**src/rtl/Noc_parameters.sv**
```systemverilog
// Shared NoC/AXI field widths, flit markers and the control-flit builders
// used by both the packetizer and the receiver-side depacketizer.
package Noc_parameters;

    localparam int Noc_ID_X_Width     = 2;
    localparam int Noc_ID_Y_Width     = 2;
    localparam int Noc_VC_Channel     = 2;
    localparam int Noc_Data_Width     = 32;
    localparam int Noc_Flit_Width     = Noc_Data_Width + 2;
    localparam int Axi_TYPE_Bit       = 2;
    localparam int Axi_LEN_Bit        = 3;
    localparam int Axi_PACK_ORDER_Bit = 2;
    localparam int Noc_Mark_Bit       = 4;

    localparam logic [Noc_Mark_Bit-1:0] Noc_Head_H = 4'hA;
    localparam logic [Noc_Mark_Bit-1:0] Noc_Head_E = 4'h5;
    localparam logic [Noc_Mark_Bit-1:0] Noc_Tail_H = 4'hC;
    localparam logic [Noc_Mark_Bit-1:0] Noc_Tail_E = 4'h3;

    // Bits of the control payload carrying real fields; the rest is zero pad.
    localparam int Ctrl_Used_Bit = 2 * Noc_Mark_Bit + 2 * (Noc_ID_X_Width + Noc_ID_Y_Width)
                                 + Axi_TYPE_Bit + Axi_PACK_ORDER_Bit + Axi_LEN_Bit;
    localparam int Less_Byte     = Noc_Data_Width - Ctrl_Used_Bit;

    typedef logic [Noc_ID_X_Width-1:0]     noc_x_t;
    typedef logic [Noc_ID_Y_Width-1:0]     noc_y_t;
    typedef logic [Axi_TYPE_Bit-1:0]       axi_type_t;
    typedef logic [Axi_LEN_Bit-1:0]        axi_len_t;
    typedef logic [Axi_PACK_ORDER_Bit-1:0] pkt_order_t;
    typedef logic [Noc_Data_Width-1:0]     noc_data_t;
    typedef logic [Noc_Flit_Width-1:0]     flit_t;

    typedef enum logic [1:0] {PKT_IDLE, PKT_HEAD, PKT_BODY, PKT_TAIL} pkt_state_e;

    function automatic flit_t make_ctrl_flit(
        input logic [1:0]              flags,
        input logic [Noc_Mark_Bit-1:0] mark_h,
        input logic [Noc_Mark_Bit-1:0] mark_e,
        input noc_x_t                  src_x,
        input noc_y_t                  src_y,
        input noc_x_t                  dst_x,
        input noc_y_t                  dst_y,
        input axi_type_t               pkt_type,
        input pkt_order_t              order,
        input axi_len_t                len
    );
        return {flags, mark_h, src_x, src_y, dst_x, dst_y, pkt_type, order, len,
                mark_e, {Less_Byte{1'b0}}};
    endfunction

    function automatic flit_t make_head_flit(
        input noc_x_t     src_x,
        input noc_y_t     src_y,
        input noc_x_t     dst_x,
        input noc_y_t     dst_y,
        input axi_type_t  pkt_type,
        input pkt_order_t order,
        input axi_len_t   len
    );
        return make_ctrl_flit(2'b10, Noc_Head_H, Noc_Head_E, src_x, src_y, dst_x, dst_y,
                              pkt_type, order, len);
    endfunction

    function automatic flit_t make_tail_flit(
        input noc_x_t     src_x,
        input noc_y_t     src_y,
        input noc_x_t     dst_x,
        input noc_y_t     dst_y,
        input axi_type_t  pkt_type,
        input pkt_order_t order,
        input axi_len_t   len
    );
        return make_ctrl_flit(2'b01, Noc_Tail_H, Noc_Tail_E, src_x, src_y, dst_x, dst_y,
                              pkt_type, order, len);
    endfunction

endpackage

```
**src/rtl/Noc_flit_interface.sv**
```systemverilog
// Per-VC valid/ready flit channel between a local port and a router input.
interface Noc_flit_interface;
    import Noc_parameters::*;

    logic [Noc_VC_Channel-1:0]                     valid;
    logic [Noc_VC_Channel-1:0][Noc_Flit_Width-1:0] flit;
    logic [Noc_VC_Channel-1:0]                     ready;

    modport sender   (output valid, output flit, input ready);
    modport receiver (input valid, input flit, output ready);
endinterface

```
**src/rtl/noc_packetizer.sv**
```systemverilog
// Builds header/body/tail NoC packets from a request plus data beats on one VC.
// Latency: header one cycle after request accept; body beats pass through combinationally.
// Backpressure: VC ready stalls any state cycle-for-cycle; header/tail held until accepted.
module noc_packetizer
    import Noc_parameters::*;
#(
    parameter logic [Noc_ID_X_Width-1:0] X_ID   = '0,
    parameter logic [Noc_ID_Y_Width-1:0] Y_ID   = '0,
    parameter int unsigned               VC_SEL = 0
) (
    input  logic                          noc_clk,
    input  logic                          noc_rst,
    input  logic                          req_valid,
    output logic                          req_ready,
    input  logic [Noc_ID_X_Width-1:0]     req_dest_x,
    input  logic [Noc_ID_Y_Width-1:0]     req_dest_y,
    input  logic [Axi_TYPE_Bit-1:0]       req_type,
    input  logic [Axi_LEN_Bit-1:0]        req_len,
    input  logic                          dat_valid,
    output logic                          dat_ready,
    input  logic [Noc_Data_Width-1:0]     dat,
    Noc_flit_interface.sender             noc_sender_if,
    output logic                          busy,
    output logic                          pkt_sent
);

    localparam int VC_IW = (Noc_VC_Channel > 1) ? $clog2(Noc_VC_Channel) : 1;
    localparam logic [VC_IW-1:0] VC_IDX = VC_IW'(VC_SEL);

    pkt_state_e state;
    axi_len_t   beat_cnt;
    pkt_order_t order;
    noc_x_t     dst_x_q;
    noc_y_t     dst_y_q;
    axi_type_t  type_q;
    axi_len_t   len_q;
    flit_t      ctrl_flit_q;
    logic       vc_ready;

    assign vc_ready = noc_sender_if.ready[VC_IDX];

    // ctrl_flit_q is rebuilt on entry to HEAD and TAIL so both control flits come from a flop.
    always_ff @(posedge noc_clk) begin
        if (noc_rst) begin
            state       <= PKT_IDLE;
            beat_cnt    <= '0;
            order       <= '0;
            dst_x_q     <= '0;
            dst_y_q     <= '0;
            type_q      <= '0;
            len_q       <= '0;
            ctrl_flit_q <= '0;
        end else begin
            case (state)
                PKT_IDLE: begin
                    if (req_valid) begin
                        dst_x_q     <= req_dest_x;
                        dst_y_q     <= req_dest_y;
                        type_q      <= req_type;
                        len_q       <= req_len;
                        beat_cnt    <= req_len;
                        ctrl_flit_q <= make_head_flit(X_ID, Y_ID, req_dest_x, req_dest_y,
                                                      req_type, order, req_len);
                        state       <= PKT_HEAD;
                    end
                end
                PKT_HEAD: begin
                    if (vc_ready) begin
                        state <= PKT_BODY;
                    end
                end
                PKT_BODY: begin
                    if (dat_valid && vc_ready) begin
                        if (beat_cnt == '0) begin
                            ctrl_flit_q <= make_tail_flit(X_ID, Y_ID, dst_x_q, dst_y_q,
                                                          type_q, order, len_q);
                            state       <= PKT_TAIL;
                        end else begin
                            beat_cnt <= beat_cnt - 1'b1;
                        end
                    end
                end
                PKT_TAIL: begin
                    if (vc_ready) begin
                        order <= order + 1'b1;
                        state <= PKT_IDLE;
                    end
                end
                default: state <= PKT_IDLE;
            endcase
        end
    end

    always_comb begin
        noc_sender_if.valid = '0;
        noc_sender_if.flit  = '0;
        case (state)
            PKT_HEAD, PKT_TAIL: begin
                noc_sender_if.valid[VC_IDX] = 1'b1;
                noc_sender_if.flit[VC_IDX]  = ctrl_flit_q;
            end
            PKT_BODY: begin
                noc_sender_if.valid[VC_IDX] = dat_valid;
                noc_sender_if.flit[VC_IDX]  = {2'b00, dat};
            end
            default: ;
        endcase
    end

    assign req_ready = (state == PKT_IDLE);
    assign dat_ready = (state == PKT_BODY) && vc_ready;
    assign busy      = (state != PKT_IDLE);
    assign pkt_sent  = (state == PKT_TAIL) && vc_ready;

endmodule

```
**src/flat_wrapper.sv**
```systemverilog
// flat-port wrapper written by rule: the top's interface ports become plain ports
module noc_packetizer_flat import Noc_parameters::*;
#(
    parameter logic [Noc_ID_X_Width-1:0] X_ID   = '0,
    parameter logic [Noc_ID_Y_Width-1:0] Y_ID   = '0,
    parameter int unsigned               VC_SEL = 0
)
  (noc_clk, noc_rst, req_valid, req_ready, req_dest_x, req_dest_y, req_type, req_len, dat_valid, dat_ready, dat, busy, pkt_sent, noc_sender_if_valid, noc_sender_if_flit, noc_sender_if_ready);
  Noc_flit_interface noc_sender_if_i ();
  input  logic noc_clk;
  input  logic noc_rst;
  input  logic req_valid;
  output logic req_ready;
  input  logic [Noc_ID_X_Width-1:0] req_dest_x;
  input  logic [Noc_ID_Y_Width-1:0] req_dest_y;
  input  logic [Axi_TYPE_Bit-1:0] req_type;
  input  logic [Axi_LEN_Bit-1:0] req_len;
  input  logic dat_valid;
  output logic dat_ready;
  input  logic [Noc_Data_Width-1:0] dat;
  output logic busy;
  output logic pkt_sent;
  output wire logic [$bits(noc_sender_if_i.valid)-1:0] noc_sender_if_valid;
  output wire logic [$bits(noc_sender_if_i.flit)-1:0] noc_sender_if_flit;
  input wire logic [$bits(noc_sender_if_i.ready)-1:0] noc_sender_if_ready;
  assign noc_sender_if_valid = noc_sender_if_i.valid;
  assign noc_sender_if_flit = noc_sender_if_i.flit;
  assign noc_sender_if_i.ready = noc_sender_if_ready;
  noc_packetizer #(.X_ID(X_ID), .Y_ID(Y_ID), .VC_SEL(VC_SEL)) u_core (.noc_clk(noc_clk), .noc_rst(noc_rst), .req_valid(req_valid), .req_ready(req_ready), .req_dest_x(req_dest_x), .req_dest_y(req_dest_y), .req_type(req_type), .req_len(req_len), .dat_valid(dat_valid), .dat_ready(dat_ready), .dat(dat), .noc_sender_if(noc_sender_if_i), .busy(busy), .pkt_sent(pkt_sent));
endmodule
```
**config.mk**
```make
export PLATFORM = sky130hd
export DESIGN_NAME = noc_packetizer_flat
export DESIGN_NICKNAME = d
export VERILOG_FILES = /design/src/rtl/Noc_parameters.sv /design/src/rtl/Noc_flit_interface.sv /design/src/rtl/noc_packetizer.sv /design/src/flat_wrapper.sv
export SDC_FILE = /design/constraint.sdc
export NUM_CORES = 1
export LEC_CHECK = 0
export CORE_MARGIN = 5
export CORE_UTILIZATION = 40
export DETAILED_ROUTE_END_ITERATION = 7
export GPL_TIMING_DRIVEN = 0
export HOLD_SLACK_MARGIN = 0.02
export PLACE_DENSITY = 0.86
export SYNTH_ARGS = -nofsm -noshare
export SYNTH_HDL_FRONTEND = slang
export SYNTH_SLANG_ARGS = --single-unit
```
**constraint.sdc**
```tcl
create_clock -name noc_clk -period 3.5 [get_ports noc_clk]
set_input_delay 0.7 -clock noc_clk [delete_from_list [all_inputs] [get_ports noc_clk]]
set_output_delay 0.7 -clock noc_clk [all_outputs]
set_load 0.02 [all_outputs]
```
==> metrics, run 1 <==
LEAKAGE approximately 1.4 nW; Final Setup Violations 0; setup_tns 0 ns; clock tree buffer depth 2; H-tree levels 2; ratio of cells with drive above 1 in the final layout 0.158; Worst Path Required around 2.8 ns; ANT cells 0; Worst IR Drop VDD between 0.4 and 0.5 mV; initial core utilization 0.417; Detail Route Antenna Nets 0; R2R Setup Slk approximately 1.5 ns; clk sink count 30; Slowest-stage cell, CP clkdlybuf4s50_1; global-route wire length before repair approximately 8400 um; flops & latches, synth 30; r2r worst-path depth 7; vias in the first global route about 1,900; Setup Skew around 0.0046 ns; ys async rst share 0; Sequential cell area about 600 sq um; Pre-antenna DRT Iters 4; grt total ovfl 0; Vert. Die Dim between 80 and 90 um; largest net degree at the start of global routing 11; Critical Path AT roughly 2.5 ns; CORE AREA about 0.0048 sq mm; Reg-to-Reg Start u_core.state[0]$_SDFFE_PP0P_; Max-Cap Viols 0; # Post-CTS Setup Buffers 0; hpwl dp between 4000 and 5000 um; PnR worst setup slack 0.281 ns; CP Max Fanout 10; yosys warns 0; Layout area overhead 58.9%; FILL cells roughly 410; Residual DRC 0; WHS Endpoint u_core.dst_x_q[1]$_SDFFE_PP0P_; fin. max-slew vios 0; register area share after synthesis 0.303; Hold WC Path Type flip-flop to flip-flop; Placement Setup Slack about 0.29 ns; Avg Vias per Cell ~4.5; fin crit period approximately 3.2 ns; status finished, final reports clean; row cnt 25; worst hold path stage count 2; multi-input logic area ~0.0012 sq mm; GRT Resource Usage Total 0.168; Die X 80.4 um; mapped cell area 0.00198 sq mm; Setup crit end kind output port; Placement Cell Area about 0.0030 sq mm; hold buffer count at CTS 0; Num CTS Buffers 5; CP Cell Sequence inv_1, ha_1, nor2_2, clkbuf_2, a22o_1, clkdlybuf4s50_1; Pwr per Cell Area ~690 mW/mm^2; clock transition at the registers of the reported paths 0.06 ns; drt wl/cell ~13 um; RSZ-0062 raised after global routing no; Die Footprint roughly 0.0065 sq mm; DRT Wirelength approximately 5500 um; Clk Latency, worst-skew pair just under 0.3 ns; hold wc startpoint u_core.dst_x_q[1]$_SDFFE_PP0P_; via count around 1,900; CTS tree yes; Design Power around 2.2 mW; worst relative slew slack 0.572; nets 415; Startpoint Class flip-flop; fmax 311 MHz; Slew @ Worst Pin between 0.6 and 0.7 ns; critical path class flip-flop to output port; Worst path max stage delay 0.62 ns; ys flop type dfxtp_1; Final Cycle Share 0.920; initial antenna violation count 0; DR iter-0 viols 86; GP Congestion ~0.80; Post-Synthesis Cells approximately 240; Distinct cells, synth 31; CTS resizes 1; # IOs 121; Mean Syn Cell Area ~8.4 sq um; Hold Violations, Final 0; Final Instance Area around 0.0032 sq mm; RR Endpoint u_core.ctrl_flit_q[21]$_SDFFE_PP0P_; root buffer cell clkbuf_8; EDFF count, synth 0; PortBufs 84
-- area by class of cell --
type	instances	share of cell area
Multi-Input combinational cell	185	0.369
Timing Repair Buffer	84	0.267
Sequential cell	30	0.190
Buffer	47	0.103
Tap cell	67	0.0266
Clock buffer	6	0.0262
Clock inverter	1	0.00952
Inverter	7	0.00833
-- worst max-delay path: cells and delay by family (launching register included) --
| family | cells | cell delay [ns] |
|---|---|---|
| compound gates | 1 | 0.18 |
| fa+ha+maj | 1 | 0.29 |
| buf+inv | 3 | 1.04 |
| flops | 1 | 0.40 |
| simple gates | 1 | 0.31 |
-- report_power, final --
part / switching (mW) / internal (mW)
logic: 0.718 / 0.570
registers: 0.0697 / 0.459
clock network: 0.130 / 0.227
total: 0.918 / 1.26
-- cell usage in the layout (no fill, tap or decap), drive strengths merged, types with 2 or more instances in the layout --
cell           count
mux2i             16
inv                7
dfxtp             30
clkbuf            12
a22o              13
clkdlybuf4s50     84
and2              19
nand2b             4
a21o               3
conb              35
nand2             23
a21oi             13
nor2b              3
nor2              24
a211oi            13
nor3               2
buf               41
ha                 8
-- kinds of logic after synthesis --
| logic type | count (synthesis) | share of synthesized area |
|---|---|---|
| compound gates | 47 | 0.196 |
| xor+xnor | 2 | 0.00883 |
| fa+ha+maj | 8 | 0.0504 |
| buf+inv | 54 | 0.177 |
| flops | 30 | 0.303 |
| mux | 16 | 0.0807 |
| other cells | 1 | 0.00189 |
| simple gates | 77 | 0.183 |
-- metal layers --
| layer | wire (um) | vias to the layer above | GRT usage |
|---|---|---|---|
| met4 | 135 | 0 | 0.0811 |
| met2 | 2750 | 91 | 0.304 |
| met3 | 512 | 13 | 0.0460 |
| li1 | - | 968 | - |
| met1 | 2120 | 849 | 0.179 |
| met5 | 0 | - | 0 |
-- synth_stat cells (2+ instances only) --
library cell	n	area (sq um)
a21o_1	3	22.5
nand2_1	23	86.3
dfxtp_1	30	601
ha_1	8	100
nand2b_1	4	25.0
a211oi_1	5	37.5
buf_4	37	278
a22o_1	13	114
nor3_1	2	10.0
and2_1	19	119
a211oi_2	7	87.6
clkbuf_1	6	22.5
buf_1	2	7.51
nor2_1	24	90.1
inv_1	7	26.3
a21oi_1	13	65.1
nor2b_1	3	18.8
mux2i_1	16	160
-- metrics by stage --
step           cells   util  hold slack, ns
2_1_floorplan    269      -           0.436
3_3_place_gp     420  0.639           0.441
3_5_place_dp     420  0.639           0.447
4_1_cts          427  0.663           0.456
5_1_grt          427  0.663           0.476
6_report         427  0.663           0.455
-- sequential cells by signal (all words and copies together) (netlist names) --
name,cells
u_core.beat_cnt,3
u_core.ctrl_flit_q,14
u_core.dst_x_q,2
u_core.dst_y_q,2
u_core.len_q,3
u_core.order,2
u_core.state,2
u_core.type_q,2
-- worst max-delay path by stage --
stage                                             from                     end  slack [ns]  cells past startpoint
final                     u_core.state[0]$_SDFFE_PP0P_  noc_sender_if_flit[15]        0.28                      6
after global routing      u_core.state[0]$_SDFFE_PP0P_  noc_sender_if_flit[13]        0.14                      6
after CTS                 u_core.state[0]$_SDFFE_PP0P_  noc_sender_if_flit[15]        0.13                      6
after detailed placement  u_core.state[0]$_SDFFE_PP0P_  noc_sender_if_flit[15]        0.29                      6
after global placement    u_core.state[0]$_SDFFE_PP0P_  noc_sender_if_flit[15]        0.29                      6
after floorplan           u_core.state[0]$_SDFFE_PP0P_  noc_sender_if_flit[13]        1.25                      5
(Power assumes the default switching activity.)
==> run 2: changes to the inputs <==
- PLACE_DENSITY: 0.86 -> 0.84
==> run 2 against run 1 <==
  * Total power down 4.0%
  * Flip-flop and latch count unchanged
  * Non-clock buffer count unchanged
  * Sequential share of layout area up 0.18 points
  * Combinational power about the same
  * Critical path type unchanged
==> metrics, run 2 (same netlist as run 1, synthesis figures left out) <==
drt wl/cell 13.0 um (+0.47%); worst relative slew slack 0.577 (+0.00519); fin crit period 3.22 ns (+0.00499 ns); DRT Wirelength 5530 um (+0.24%); Setup Skew 0.00580 ns (+0.00117 ns); vias in the first global route 1,904 (+1.3%); Slew @ Worst Pin 0.634 ns (-0.00779 ns); Placement Setup Slack 0.319 ns (+0.0264 ns); met1 wire length 2110 um (-0.19%); DR top layer met4; Startpoint Class flip-flop; RSZ-0062 raised after global routing no; Worst IR Drop VDD 0.312 mV (-27%); Hold Violations, Final 0 (unchanged); CP Max Fanout 10 (unchanged); fin. max-slew vios 0 (unchanged); Final Cycle Share 0.921 (+0.00143); WHS Endpoint u_core.type_q[0]$_SDFFE_PP0P_; r2r worst-path depth 7 (unchanged); clk sink count 30 (unchanged); row cnt 25 (unchanged); PnR worst setup slack 0.276 ns (-0.00499 ns); Vert. Die Dim 80.4 um (unchanged); root buffer cell clkbuf_8; Die X 80.4 um (unchanged); Die Footprint 0.00647 sq mm (unchanged); Layout area overhead 57.4%; H-tree levels 2 (unchanged); commonest cells after routing, fill and taps aside clkdlybuf4s50_1, buf_4, conb_1, dfxtp_1; setup_tns 0 ns (unchanged); status finished, final reports clean; initial core utilization 0.417 (unchanged); CTS tree yes; Reg-to-Reg Start u_core.state[0]$_SDFFE_PP0P_; Clk Latency, worst-skew pair 0.28 ns (about the same); Pre-antenna DRT Iters 4 (unchanged); LEAKAGE 1.35 nW (-1.0%); Max-Cap Viols 0 (unchanged); commonest non-fill, non-tap cell in the layout clkdlybuf4s50_1; # Post-CTS Setup Buffers 0 (unchanged); grt total ovfl 0 (unchanged); clock transition at the registers of the reported paths 0.06 ns (about the same); Avg Vias per Cell 4.53 (+0.70%); Critical Path AT 2.52 ns (about the same); Num CTS Buffers 5 (unchanged); Most flops, register u_core.ctrl_flit_q; Largest regs u_core.ctrl_flit_q: 14 flops, u_core.beat_cnt: 3 flops, u_core.len_q: 3 flops; clock tree buffer depth 2 (unchanged); DR iter-0 viols 137 (+59%); routed wl met3 650 um (+27%); GP Congestion 0.778 (-2.7%); # IOs 121 (unchanged); ratio of cells with drive above 1 in the final layout 0.156 (-0.00234); number of flip-flops under the largest register name 14 (unchanged); fmax 310 MHz (-0.15%); PortBufs 84 (unchanged); Worst Path Required 2.80 ns (about the same); GRT Resource Usage Total 0.173 (+0.00452); Residual DRC 0 (unchanged); ANT cells 0 (unchanged); nets 415 (unchanged); hold wc startpoint u_core.type_q[0]$_SDFFE_PP0P_; worst hold path stage count 2 (unchanged); critical path class flip-flop to output port; Detail Route Antenna Nets 0 (unchanged); via count 1,930 (+0.47%); Hold WC Path Type flip-flop to flip-flop; Pwr per Cell Area 668 mW/mm^2 (-3.1%); CORE AREA 0.00475 sq mm (unchanged); hold buffer count at CTS 0 (unchanged); initial antenna violation count 0 (unchanged); global-route wire length before repair 8770 um (+4.3%); metal2 WL 2710 um (-1.3%); RR Endpoint u_core.ctrl_flit_q[22]$_SDFFE_PP0P_; Setup crit end kind output port; R2R Setup Slk 1.47 ns (+0.02 ns); Final Setup Violations 0 (unchanged); final core utilization 0.657 (-0.00632); largest net degree at the start of global routing 11 (unchanged); hpwl dp 4430 um (+1.4%)
run 2: changes by cell type in the layout (fill, tap and decap cells not counted):
cell,before,now
bufinv_16,1,0
run 2: metrics by stage:
step                      std cells  power [mW]  cell area [sq um]  hold slack, ns
after floorplan                 269        1.39               2110           0.436
after global placement          420        1.78               3040           0.441
after detailed placement        420        1.81               3040           0.448
after CTS                       426        2.09               3120           0.456
after global routing            426        2.24               3120           0.483
final                           426        2.09               3120           0.453
run 2: worst max-delay path by stage:
stage	startpoint	to	slack [ns]	cells after the start
3_3_place_gp	u_core.state[0]$_SDFFE_PP0P_	noc_sender_if_flit[15]	0.35	6
3_5_place_dp	u_core.state[0]$_SDFFE_PP0P_	noc_sender_if_flit[15]	0.32	6
2_1_floorplan	u_core.state[0]$_SDFFE_PP0P_	noc_sender_if_flit[13]	1.25	5
6_report	u_core.state[0]$_SDFFE_PP0P_	noc_sender_if_flit[19]	0.28	6
4_1_cts	u_core.state[0]$_SDFFE_PP0P_	noc_sender_if_flit[14]	0.003	6
5_1_grt	u_core.state[0]$_SDFFE_PP0P_	noc_sender_if_flit[19]	0.12	7
run 2: timing repair:
item	CTS	global route
endpoints found under the hold margin	0	0
gates resized for setup	0	3
setup endpoints to repair	0	10
run 2: final cells by class:
type / instances / area [sq um]
fill: 413 / 1630
multi-input combinational: 185 / 1160
timing repair buffer: 84 / 841
sequential: 30 / 601
buffer: 47 / 325
tap: 67 / 83.8
clock buffer: 6 / 82.6
inverter: 7 / 26.3
run 2: layer usage:
layer,vias to the layer above,track usage
met5,-,0
met4,0,0.0490
met3,6,0.0617
met2,106,0.296
met1,847,0.202
li1,971,-
run 2: worst max-delay path, cell delays in order, from the launching register on:
cell             delay [ns]
dfxtp_1                0.40
inv_1                  0.12
ha_1                   0.29
nor2b_1                0.19
clkbuf_1               0.39
a22o_1                 0.21
clkdlybuf4s50_1        0.63
run 2: power by group:
| group | switching, mW | internal, mW | leakage [nW] |
|---|---|---|---|
| clock | 0.123 | 0.151 | 0.0431 |
| combinational | 0.710 | 0.571 | 1.06 |
| sequential | 0.0724 | 0.459 | 0.247 |
| total | 0.906 | 1.18 | 1.35 |
